$ cat config.mk
export PLATFORM = sky130hd
export DESIGN_NAME = hd_elastic_buffer
export DESIGN_NICKNAME = d
export VERILOG_FILES = /design/src/rtl/hd_pkg.sv /design/src/rtl/hd_wrap_ctr.sv /design/src/rtl/hd_elastic_buffer.sv
export SDC_FILE = /design/constraint.sdc
export NUM_CORES = 1
export LEC_CHECK = 0
export CORE_AREA = 10 10 122 124
export DETAILED_ROUTE_END_ITERATION = 12
export DIE_AREA = 0 0 132 134
export PLACE_DENSITY = 0.74
export SYNTH_ARGS = -nofsm -noshare
export SYNTH_HDL_FRONTEND = slang
export SYNTH_SLANG_ARGS = --single-unit
$ cat constraint.sdc
create_clock -name clk -period 2.51 [get_ports clk]
set_clock_uncertainty 0.05 [all_clocks]
set_input_delay 0.251 -clock clk [delete_from_list [all_inputs] [get_ports clk]]
set_output_delay 0.251 -clock clk [all_outputs]
set_load 0.02 [all_outputs]
$ cat src/rtl/hd_pkg.sv
// rtl/hd_pkg.sv - shared constants and helpers for the hd elastic buffer
package hd_pkg;

    // Bit width needed to index n distinct values (never less than 1).
    function automatic int clog2(input int n);
        int r;
        r = 0;
        while ((1 << r) < n) r = r + 1;
        return (r < 1) ? 1 : r;
    endfunction

    // Occupancy counter width: must represent 0..depth inclusive.
    function automatic int cnt_width(input int depth);
        return clog2(depth + 1);
    endfunction

    // A handshake transfer completes when both sides agree in the same cycle.
    function automatic logic fire(input logic valid, input logic ready);
        return valid & ready;
    endfunction

endpackage

$ cat src/rtl/hd_wrap_ctr.sv
// rtl/hd_wrap_ctr.sv - modulo-(MAX+1) pointer counter with synchronous clear
//
// Ports:
//   clk, rst_n : clock, asynchronous active-low reset
//   clr        : synchronous return to zero, wins over inc
//   inc        : advance by one, wrapping MAX -> 0
//   value      : current count
module hd_wrap_ctr #(
    parameter int MAX   = 3,
    parameter int WIDTH = 2
) (
    input  logic             clk,
    input  logic             rst_n,
    input  logic             clr,
    input  logic             inc,
    output logic [WIDTH-1:0] value
);

    // Explicit compare against MAX so non-power-of-two depths wrap correctly.
    always_ff @(posedge clk or negedge rst_n) begin
        if (!rst_n) begin
            value <= '0;
        end else if (clr) begin
            value <= '0;
        end else if (inc) begin
            value <= (value == WIDTH'(MAX)) ? '0 : value + WIDTH'(1);
        end
    end

endmodule

$ cat src/rtl/hd_elastic_buffer.sv
// rtl/hd_elastic_buffer.sv - multi-entry registered valid/ready elastic buffer
//
// Ports:
//   clk, rst_n           : clock, asynchronous active-low reset
//   flush                : synchronous clear of all stored entries
//   in_data/valid/ready  : producer side
//   out_data/valid/ready : consumer side
//   count                : current occupancy, 0..DEPTH
//   almost_full          : count >= AFULL_LEVEL
module hd_elastic_buffer
    import hd_pkg::*;
#(
    parameter int DATA_WIDTH  = 32,
    parameter int DEPTH       = 4,
    parameter int AFULL_LEVEL = DEPTH - 1
) (
    input  logic                          clk,
    input  logic                          rst_n,
    input  logic                          flush,
    input  logic [DATA_WIDTH-1:0]         in_data,
    input  logic                          in_valid,
    output logic                          in_ready,
    output logic [DATA_WIDTH-1:0]         out_data,
    output logic                          out_valid,
    input  logic                          out_ready,
    output logic [cnt_width(DEPTH)-1:0]   count,
    output logic                          almost_full
);

    localparam int CW = cnt_width(DEPTH);
    localparam int PW = clog2(DEPTH);

    logic [DATA_WIDTH-1:0] mem [DEPTH];
    logic [PW-1:0]         wr_ptr;
    logic [PW-1:0]         rd_ptr;
    logic                  push;
    logic                  pop;

    // Both sides are derived from registered state only (plus flush on the
    // producer side), so no combinational path crosses the buffer. A full
    // buffer refuses even when the consumer pops in the same cycle.
    assign in_ready    = (count != CW'(DEPTH)) && !flush;
    assign out_valid   = (count != '0);
    assign out_data    = mem[rd_ptr];
    assign almost_full = (count >= CW'(AFULL_LEVEL));

    assign push = fire(in_valid, in_ready);
    assign pop  = fire(out_valid, out_ready);

    hd_wrap_ctr #(
        .MAX   (DEPTH - 1),
        .WIDTH (PW)
    ) u_wr_ptr (
        .clk   (clk),
        .rst_n (rst_n),
        .clr   (flush),
        .inc   (push),
        .value (wr_ptr)
    );

    hd_wrap_ctr #(
        .MAX   (DEPTH - 1),
        .WIDTH (PW)
    ) u_rd_ptr (
        .clk   (clk),
        .rst_n (rst_n),
        .clr   (flush),
        .inc   (pop),
        .value (rd_ptr)
    );

    // Flush empties the buffer; storage is left as-is since it is unreachable
    // until overwritten.
    always_ff @(posedge clk or negedge rst_n) begin
        if (!rst_n) begin
            count <= '0;
        end else if (flush) begin
            count <= '0;
        end else if (push && !pop) begin
            count <= count + CW'(1);
        end else if (pop && !push) begin
            count <= count - CW'(1);
        end
    end

    always_ff @(posedge clk or negedge rst_n) begin
        if (!rst_n) begin
            for (int i = 0; i < DEPTH; i++) begin
                mem[i] <= '0;
            end
        end else if (push) begin
            mem[wr_ptr] <= in_data;
        end
    end

endmodule

Word-level counts from Yosys, hierarchy flattened
Index checks and enable logic that the tools add are counted.

word-level totals
  word-level logic and storage cells = 48
  register bits = 135
  output and inout bits = 38
  bits of input ports = 37

cells by class
  bitwise operators = 4
  magnitude comparators = 4
  reductions and logical operators = 11
  multiplexer cells = 15
  add/subtract/negate cells = 4
  equal/unequal tests = 3

operators with widths
  cell                 count
  $bwmux 128           1
  $mux 32              3
  $bmux 32 s2          1
  $demux 32 s2         1
  $mux 2               6
  $mux 3               3
  $ge 3x3->1 const B   2
  $not 2->3            2
  $reduce_bool 3->1    2
  $add 2x1->2 const B  2
  $eq 2x2->1 const B   2
  $logic_and 1x1->1    4
  $reduce_bool 2->1    2
  $add 3x1->3 const B  1
  $ge 3x2->1 const B   1
  $logic_not 1->1      3
  $lt 3x1->1 const B   1
  $ne 3x3->1 const B   1
  $sub 3x1->3 const B  1
  $and 1x1->1          2

Longest topological paths before layout
  word-level depth = 8
  mapped depth = 7
  depth with buffers taken out = 7

Hierarchy
A second synthesis with hierarchy kept.

second synthesis, totals
  cell total of the unflattened synthesis = 355
  area, all modules = 6042.0 µm²

by module, submodules not included
  module             sequential area each (µm²)  area each (µm²)  cells an instance  instances
  hd_elastic_buffer  3278.1                      5841.9           339                1
  hd_wrap_ctr        50.0                        100.1            8                  2

Least setup slack after synthesis
No wires, ideal clock.

  path kind = flip-flop to flip-flop
  from = reg count[2]
  to = reg count[2]
  clock period less this slack = 2380 ps
  path buffers = 0
  data required time = 2335 ps
  arrival = 2206 ps
  cell stages (with the launch flop) = 8
  setup time = 125 ps
  path slack = 130 ps
  cell sequence = dfrtp_1 > nor3b_1 > nor3b_4 > and2_1 > fa_1 > and3_1 > mux2i_1 > mux2_2

on the way
  cells in the longest elaborated chain, start to end = 6
  elaborated cells between the ends (all ways) = 15
  those cells by class = 2 x add/sub; 1 x eq/ne; 3 x mux; 2 x bitwise; 7 x reduce/logical

ends and longest elaborated chain
  what                                                 line                     source
  start: declaration                                   hd_elastic_buffer.sv:26  output logic [cnt_width(DEPTH)-1:0] count,
  start signal: assignment                             hd_elastic_buffer.sv:80  count <= count + CW'(1);
  start signal: assignment                             hd_elastic_buffer.sv:82  count <= count - CW'(1);
  branches (longest 6 deep; another with $sub 3x1->3)  n/a

Several ways; the timed one is not identified. The select of a mux whose other input is x is not followed.
A chain may end at the register's enable or synchronous reset.

Worst setup path in the final report
  from = reg u_rd_ptr.value[0]
  to = out out_data[19]

on the way
  cells in the longest elaborated chain, start to end = 4

ends and longest elaborated chain
  what                                        line                     source
  start: declaration                          hd_wrap_ctr.sv:16        output logic [WIDTH-1:0] value
  start signal: assignment                    hd_wrap_ctr.sv:26        value <= (value == WIDTH'(MAX)) ? '0 : value + WIDTH'(1);
  $not 2->3 (implied by the code)             hd_elastic_buffer.sv:44  assign out_data = mem[rd_ptr];
  $bmux 32 s2                                 hd_elastic_buffer.sv:44
  $mux 32 (implied by the code) (2 in a row)  hd_elastic_buffer.sv:44
  end: declaration                            hd_elastic_buffer.sv:23  output logic [DATA_WIDTH-1:0] out_data,

No other way between the ends. The select of a mux whose other input is x is not followed.

==> flow_summary.ini <==
[detailed_routing]
vias_per_cell = 5.281
drt_iter0_drc = 188
routed_wl_um = 13000
post_drt_wl_per_cell_um = 20.53
drc = 0
via_count = 3343
dr.pass1.iters = 4
ant_nets = 0

[worst_setup_path]
cp-start-kind = flip-flop
path_class = flip-flop to primary output
crit_start = u_rd_ptr.value[0]
cp.arrival_ps = 2130
critical_path.endpoint_type = primary output
r2r_start = count[1]
path_max_fanout = 14
worst_ep_required_time_ps = 2210

[yosys]
syn_area_per_cell_um2 = 17.66
ys_ff_latch = 135
netlist_top_cells_area = dfrtp_1 53%, mux2_4 21%, mux4_2 11%
netlist_area_um2 = 6392
syn-num-nets = 405
synth_cells = 362
seq_area_frac_synth = 0.5285
yosys.cell_types.count = 28
synth_warnings = 0
synth_top_area_frac = 0.5285
yosysTopAreaCell = dfrtp_1

[clock_tree]
htreeDepth = 4
clk_latency_ps = 410
cts.clk_slew.worst_paths_ps = 50
cts_made_buffers = 17
post-cts-setup-buffers = 0
cts_tree = done
cts_root_buffer = clkbuf_16
cts_sinks = 135
cts_buffer_depth = 2

[run]
maxCapViolations = 0

[global_routing]
grt_max_degree = 76
grt_pass1_vias = 3978
grt_antenna_before_repair = 0
grt-ovfl-total = 0
grt_pass1_wl_um = 22100
grt.met3_usage = 0.05190
globalRouteMet2Util = 0.2638
grt_usage = 0.1580
gr-usage-met1 = 0.1897
top_usage_layer = met2

[cells_and_area]
layout.nets = 493
fillers = 883
antennaDiodeCount = 0
syn2layout_area_growth_pct = 25.68
drive_gt1_frac = 0.4555

[timing]
finalHoldViolCount = 0
fmax_mhz = 412.2
tns_ps = 0
fin_crit_ps = 2426
tightest_slew_ps = 562.1
relSlewSlack = 0.6253
drv_slew = 0
setup_viol = 0
fin_crit_sh = 0.9666
rsz0062_at_grt = false

[die]
start_util = 0.5128
ioPinCount = 75
coreArea_um2 = 12470
rows = 41
fp.dieH_um = 134
die_area_um2 = 17690
die_w_um = 132

[power]
static-leakage-power_nw = 3.882
vdd_ir_drop_max_v = 0.0006238
power.density_nw_per_um2 = 1305
total_power_mw = 10.48

[min_path]
hp-class = input pin to async pin

[placed_design]
portBuffers = 74
hpwl_um = 8517
gp_congestion = 0.7686

[status]
status = completed
-- worst max-delay path, cell delays in order (launching register included) --
cell             delay [ps]
dfrtp_2                 400
buf_12                  180
mux4_2                  550
clkdlybuf4s50_1         570
-- logic make-up (layout without fill, tap and decap cells) --
logic type / after synthesis / after routing / share of synthesized area
adder cells (fa/ha/maj): 6 / 6 / 0.01292
flip-flops: 135 / 135 / 0.5285
XOR/XNOR: 2 / 2 / 0.003916
buffers and inverters: 26 / 125 / 0.02701
AND/OR/NAND/NOR: 24 / 24 / 0.02427
multiplexers: 165 / 165 / 0.3995
AO/OA/AOI/OAI: 4 / 4 / 0.003916
-- cells in the mapped netlist --
master / instances
ha_1: 5
nor2_1: 8
and3_1: 1
inv_1: 4
a21o_1: 1
mux4_2: 32
nand2_4: 3
xnor2_1: 1
and4b_1: 1
mux2_4: 90
nand2_1: 4
mux2_1: 1
nor2b_1: 1
and2_1: 1
nor3b_4: 1
mux2i_1: 2
xor2_2: 1
o31ai_1: 1
mux2_2: 40
fa_1: 1
dfrtp_1: 135
a21oi_1: 2
nor3b_1: 1
clkbuf_1: 7
or3b_1: 1
or3_1: 2
buf_6: 9
buf_2: 6
-- cells in the final DEF (no fill, tap or decap), types with 2 or more instances in the layout --
| cell | instances |
|---|---|
| a21oi_1 | 2 |
| buf_12 | 10 |
| buf_4 | 6 |
| bufinv_16 | 2 |
| clkbuf_1 | 7 |
| clkbuf_16 | 17 |
| clkbuf_8 | 2 |
| clkdlybuf4s50_1 | 58 |
| clkinv_2 | 2 |
| dfrtp_1 | 133 |
| dfrtp_2 | 2 |
| dlymetal6s2s_1 | 14 |
| ha_1 | 5 |
| inv_1 | 4 |
| mux2_2 | 40 |
| mux2_4 | 90 |
| mux2i_1 | 2 |
| mux4_2 | 32 |
| nand2_1 | 4 |
| nand2_4 | 3 |
| nor2_1 | 8 |
| or3_1 | 2 |
-- per-layer routing --
metal / part of all wire / routed length, um
met5: 0 / 0
met4: 0.013 / 163
met3: 0.047 / 605
met2: 0.51 / 6615
met1: 0.43 / 5613
-- stage by stage --
| stage | instances | hold WS (ps) | utilization | worst slack, ps | cell area (um^2) |
|---|---|---|---|---|---|
| 2_1_floorplan | 362 | -94.59 | - | 129.6 | 6392 |
| 3_3_place_gp | 602 | 47.23 | 0.5969 | 289.8 | 7441 |
| 3_5_place_dp | 602 | 46.67 | 0.5969 | 242.8 | 7441 |
| 4_1_cts | 633 | 169.7 | 0.6417 | 6.847 | 7999 |
| 5_1_grt | 633 | 177.4 | 0.6445 | 8.585 | 8034 |
| 6_report | 633 | 182.1 | 0.6445 | 83.85 | 8034 |
-- cell type report --
type,count,area [um^2],area share
inverters,4,15.01,0.001869
well taps,172,215.2,0.02679
clock inverters,4,70.07,0.008721
clock buffers,26,479.2,0.05965
flip-flops and latches,135,3381,0.4208
repair buffers,91,1031,0.1283
multi-input cells,201,2843,0.3538
-- power breakdown --
group	leakage (nW)	switching, mW	internal (mW)	total, mW
registers	1.68	0.592	3.22	3.81
logic	1.93	1.62	2.71	4.33
clock network	0.268	0.839	1.50	2.34
-- flip-flops by register name, indices dropped and copies added (netlist names) --
| name | flops |
|---|---|
| u_rd_ptr.value | 2 |
| u_wr_ptr.value | 2 |
| count | 3 |
| mem | 128 |
-- what timing repair did --
| action | CTS | global route |
|---|---|---|
| setup endpoints to repair | 1 | 14 |
| gates cloned | 0 | 0 |
| hold buffers | 1 | 0 |
| endpoints found under the hold margin | 92 | 0 |
| pin swaps | 0 | 0 |
| gates resized for setup | 1 | 14 |
-- worst paths after layout --
check,endpoint,slack (ps),cells past startpoint
max,out_data[19],80,3
min,mem[28],180,2
max reg2reg,count[2],220,7
min reg2reg,mem[53],450,1
max in group asynchronous,u_rd_ptr.value[0],1400,3
min in group clk,mem[53],450,1
Power figures use the tool's default switching activity.
